===== src/rtl/count16_timer_ctrl.sv =====
// count16_timer_ctrl: run/pause/done controller for an external up-counter.
// It sequences one-shot or periodic intervals of PeriodReg+1 clocks. It also
// pulses Done per completed interval and counts completed intervals, saturating.
module count16_timer_ctrl #(
  parameter int unsigned WIDTH  = 16,
  parameter int unsigned PCNT_W = 8
) (
  input  logic              Clock,
  input  logic              Reset,
  input  logic              Start,
  input  logic              Stop,
  input  logic              Abort,
  input  logic              Mode,
  input  logic [WIDTH-1:0]  Period,
  input  logic [WIDTH-1:0]  CountQ,
  output logic              CntEnable,
  output logic              CntClear,
  output logic              Done,
  output logic              Err,
  output logic              Busy,
  output logic [1:0]        State,
  output logic [PCNT_W-1:0] PeriodCnt
);

  typedef enum logic [1:0] {
    S_IDLE  = 2'b00,
    S_RUN   = 2'b01,
    S_PAUSE = 2'b10,
    S_DONE  = 2'b11
  } state_t;

  localparam logic [PCNT_W-1:0] PCNT_MAX = '1;

  state_t              r_state;
  logic [WIDTH-1:0]    r_period;
  logic                r_mode;
  logic                r_done;
  logic                r_err;
  logic [PCNT_W-1:0]   r_pcnt;

  state_t              w_next_state;
  logic                w_terminal;
  logic                w_period_zero;
  logic                w_latch;
  logic                w_done_set;
  logic                w_err_set;
  logic                w_pcnt_clr;

  assign w_terminal    = (r_state == S_RUN) && (CountQ == r_period);
  assign w_period_zero = (Period == '0);

  // State register
  always_ff @(posedge Clock or posedge Reset) begin
    if (Reset) begin
      r_state <= S_IDLE;
    end else begin
      r_state <= w_next_state;
    end
  end

  // Next-state and event decode; Abort overrides everything else
  always_comb begin
    w_next_state = r_state;
    w_latch      = 1'b0;
    w_done_set   = 1'b0;
    w_err_set    = 1'b0;
    w_pcnt_clr   = 1'b0;
    if (Abort) begin
      w_next_state = S_IDLE;
    end else begin
      case (r_state)
        S_IDLE: begin
          if (Start) begin
            if (w_period_zero) begin
              w_err_set = 1'b1;
            end else begin
              w_next_state = S_RUN;
              w_latch      = 1'b1;
              w_pcnt_clr   = 1'b1;
            end
          end
        end
        S_RUN: begin
          // Terminal wins over a simultaneous Stop
          if (w_terminal) begin
            w_done_set = 1'b1;
            if (!r_mode) begin
              w_next_state = S_DONE;
            end else if (Stop) begin
              w_next_state = S_PAUSE;
            end else begin
              w_next_state = S_RUN;
            end
          end else if (Stop) begin
            w_next_state = S_PAUSE;
          end
        end
        S_PAUSE: begin
          if (Start) begin
            w_next_state = S_RUN;
          end
        end
        S_DONE: begin
          if (Start) begin
            if (w_period_zero) begin
              w_err_set = 1'b1;
            end else begin
              w_next_state = S_RUN;
              w_latch      = 1'b1;
            end
          end
        end
        default: w_next_state = S_IDLE;
      endcase
    end
  end

  // Counter control and status decode
  always_comb begin
    CntEnable = (r_state == S_RUN) && !w_terminal && !Stop && !Abort;
    CntClear  = (r_state == S_IDLE) || Abort || (w_terminal && r_mode) ||
                ((r_state == S_DONE) && Start);
    Busy      = (r_state == S_RUN) || (r_state == S_PAUSE);
  end

  // Period/mode latch, one-cycle pulses and saturating period count
  always_ff @(posedge Clock or posedge Reset) begin
    if (Reset) begin
      r_period <= '0;
      r_mode   <= 1'b0;
      r_done   <= 1'b0;
      r_err    <= 1'b0;
      r_pcnt   <= '0;
    end else begin
      r_done <= w_done_set;
      r_err  <= w_err_set;
      if (w_latch) begin
        r_period <= Period;
        r_mode   <= Mode;
      end
      if (w_pcnt_clr) begin
        r_pcnt <= '0;
      end else if (w_done_set && (r_pcnt != PCNT_MAX)) begin
        r_pcnt <= r_pcnt + PCNT_W'(1);
      end
    end
  end

  assign State     = r_state;
  assign Done      = r_done;
  assign Err       = r_err;
  assign PeriodCnt = r_pcnt;

endmodule


===== config.mk =====
export PLATFORM = sky130hd
export DESIGN_NAME = count16_timer_ctrl
export DESIGN_NICKNAME = d
export VERILOG_FILES = /design/src/rtl/count16_timer_ctrl.sv
export SDC_FILE = /design/constraint.sdc
export NUM_CORES = 1
export LEC_CHECK = 0
export BUFFER_PORTS_ARGS = -buffer_cell sky130_fd_sc_hd__buf_2
export CAP_MARGIN = 40
export CORE_ASPECT_RATIO = 1.25
export CORE_MARGIN = 4
export CORE_UTILIZATION = 42
export DETAILED_ROUTE_END_ITERATION = 10
export HOLD_SLACK_MARGIN = 0.02
export PLACE_DENSITY = 0.71
export SYNTH_ARGS = -nofsm -noshare
export SYNTH_HDL_FRONTEND = slang
export SYNTH_SLANG_ARGS = --single-unit

===== constraint.sdc =====
create_clock -name Clock -period 2 [get_ports Clock]
set_clock_uncertainty 0.2 [all_clocks]
set_input_delay 0.3 -clock Clock [delete_from_list [all_inputs] [get_ports Clock]]
set_output_delay 0.3 -clock Clock [all_outputs]
set_load 0.03 [all_outputs]

==> flow_metrics.py <==
metrics = {
    "status": {
        "status": "finished with violations",
        "violations": "setup timing",
    },
    "run": {
        "max_cap_violations": 0,
    },
    "pwr": {
        "ir_drop_mv": 0.600,
        "finalPower_mw": 2.56,
        "p_per_area_nw_per_um2": 1100,
        "p_leak_nw": 1.09,
    },
    "finish": {
        "antennaDiodeCount": 0,
        "layout_commonest_cell": "buf_2",
        "drive_above_1_share_pct": 56.0,
        "area_growth_syn_to_layout_pct": 46.8,
        "finish.net_count": 268,
        "layout_common_cells": "buf_2, dfrtp_1, buf_4",
    },
    "floorplan": {
        "die_w_um": 62.9,
        "initial_utilization_pct": 44.3,
        "die_y_um": 76.7,
        "die_area_sq_um": 4820,
        "core_area_sq_um": 3570,
        "boundaryPins": 53,
        "rows": 24,
    },
    "yosys": {
        "seq_area_frac_synth_pct": 45.8,
        "yosysWarnings": 0,
        "synth_seq_cells": 29,
        "synth_area_sq_um": 1580,
        "synth.distinct_cells": 31,
        "syn_area_per_cell_sq_um": 10.8,
        "synth_nets": 190,
        "netlist_instances": 146,
    },
    "global_routing": {
        "grt_remaining_overflow": 0,
        "grt_util_all_layers_pct": 17.9,
        "antenna_found_initial": 0,
        "first_global_vias": 1541,
        "grt_max_degree": 30,
        "grt_first_pass_wirelength_um": 6760,
    },
    "sta": {
        "relSlewSlack_pct": 70.4,
        "finalHoldViolations": 0,
        "fin_crit_ns": 2.23,
        "worstMarginPinSlew_ns": 0.440,
        "setup_viol": 10,
        "hold_slack_ns": 0.0469,
        "period_share_pct": 112,
        "layout_setup_ws_ns": -0.234,
        "fmax_ghz": 0.448,
        "rsz0062_at_grt": "yes",
        "slew_viol_final": 0,
    },
    "cts": {
        "worstSkewPairLatency_ns": 0.29,
        "clk_path_buf_depth": 2,
        "path_clk_slew_ns": 0.06,
        "cts_tree": "yes",
        "cts-buffers-inserted": 5,
        "cts_root_buf": "clkbuf_8",
        "clock_sinks": 29,
        "htreeDepth": 2,
    },
    "hold_path": {
        "min_path_type": "input pin to flip-flop",
    },
    "worst_setup_path": {
        "crit_path_max_fanout": 7,
        "crit_chain": "xor2_1, nor4_2, nand4_1, buf_6, o21ai_4, buf_6",
        "crit_buf_inv": 2,
        "cp_common_cell": "buf_6",
        "cp-end-kind": "output port",
        "cpLargestDelayFamily": "simple AND/OR/NAND/NOR gates",
        "worstSetupPathType": "flip-flop to output port",
        "critPathSlowestCell": "dfrtp_1",
        "required_ns": 1.50,
        "slowest_delay_ns": 0.39,
        "start_kind": "flip-flop",
        "crit_arrival_ns": 1.73,
    },
    "route": {
        "drtIter0Drc": 73,
        "met1_length_um": 1580,
        "vias_per_cell": 5.47,
        "drt-total-wl_um": 4250,
        "maxUsedRoutingLayer": "met4",
        "vias": 1444,
        "wl_met2_um": 2360,
        "final_antenna_net_count": 0,
        "wl_per_cell_um": 16.1,
        "dr_wl_met3_um": 243,
        "drtPass1Iterations": 4,
        "drc": 0,
    },
    "placed_design": {
        "place.port_buffers": 52,
        "globalplace.congestion": 0.791,
        "pre_cts_ws_ns": -0.303,
        "hpwl_um": 3140,
    },
}
cell families after synthesis:
group                    Yosys count  synth area share, %
XOR/XNOR                          16                 8.85
AND/OR/NAND/NOR                   41                 14.8
flip-flops                        29                 45.8
adder cells (fa/ha/maj)            6                 4.74
AO/OA/AOI/OAI                     24                 9.64
multiplexers                      19                 13.4
buffers and inverters             11                 2.76
what timing repair did:
action / 4_1_cts / 5_1_grt
hold buffers: 1 / 0
endpoints found under the setup margin: 11 / 21
hold endpoints to repair: 29 / 0
setup buffers: 4 / 1
pin swaps: 17 / 9
resized for setup: 16 / 12
cloned: 1 / 0
per-stage QoR:
step                instances  setup TNS (ns)  utilization (%)  area (sq um)
floorplan                 146         -0.0330                -          1630
global placement          251           -3.67             57.8          2070
detailed placement        251           -5.61             57.8          2070
CTS                       265           -1.49             64.1          2290
global route              264           -2.61             65.1          2320
finish                    264           -1.45             65.1          2320
metal layers:
| layer | track usage (%) | vias up |
|---|---|---|
| met5 | 0 | - |
| met3 | 5.56 | 6 |
| li1 | - | 696 |
| met2 | 33.5 | 45 |
| met4 | 6.84 | 0 |
| met1 | 18.1 | 697 |
power by group:
part           switching [mW]  leakage, nW  total [mW]  internal (mW)
clock network           0.229       0.0585       0.634          0.406
logic                   0.488        0.671       0.993          0.505
registers               0.150        0.360       0.937          0.787
total                   0.866         1.09        2.56           1.70
state kept, by name, summed over array words and instances, names as in the netlist:
signal / count
r_period: 16
Done: 1
State: 2
PeriodCnt: 8
r_mode: 1
Err: 1
cell type report:
type	instances	area, sq um
fillers	305	1250
well taps	39	48.8
repair buffers	76	472
clock buffers	7	86.3
clock inverters	1	30.0
flip-flops and latches	29	731
inverters	6	22.5
multi-input cells	106	935
worst paths after layout:
check	start	endpoint	slack, ns	cells after the start
max	r_period[12]$_DFFE_PP0P_	CntClear	-0.23	6
min	Mode	r_mode$_DFFE_PP0P_	0.05	2
max reg2reg	r_period[12]$_DFFE_PP0P_	PeriodCnt[7]$_DFFE_PP0P_	-0.20	7
min reg2reg	r_period[7]$_DFFE_PP0P_	r_period[7]$_DFFE_PP0P_	0.33	1
max in group asynchronous	Reset	State[1]$_DFFE_PP0P_	0.86	4
min in group asynchronous	Reset	r_period[2]$_DFFE_PP0P_	0.43	4
synth_stat cells:
library cell   n  area (sq um)
nand3_1        5          25.0
nand4b_1       1          8.76
buf_2          2          10.0
nor2_1         3          11.3
inv_1          6          22.5
a21oi_1        8          40.0
clkbuf_1       2          7.51
o22ai_1        1          6.26
and2_1         1          6.26
nand4_1        3          18.8
nor4_1         9          56.3
a211oi_1       1          7.51
a21boi_0       1          7.51
and3_1         3          18.8
dfrtp_1       29           726
or4_1          6          45.0
mux2i_1        1          10.0
a41oi_1        1          8.76
ha_1           6          75.1
mux2_2        18           203
o311ai_0       1          8.76
or3_1          1          6.26
nor2b_1        1          6.26
buf_1          1          3.75
a31oi_1        1          6.26
o21ai_0        3          15.0
a21o_1         1          7.51
xor2_1        16           140
nand2_1        7          26.3
nor3_1         1          5.00
o31ai_1        6          45.0
No activity file was read; power rests on OpenSTA's default activity.
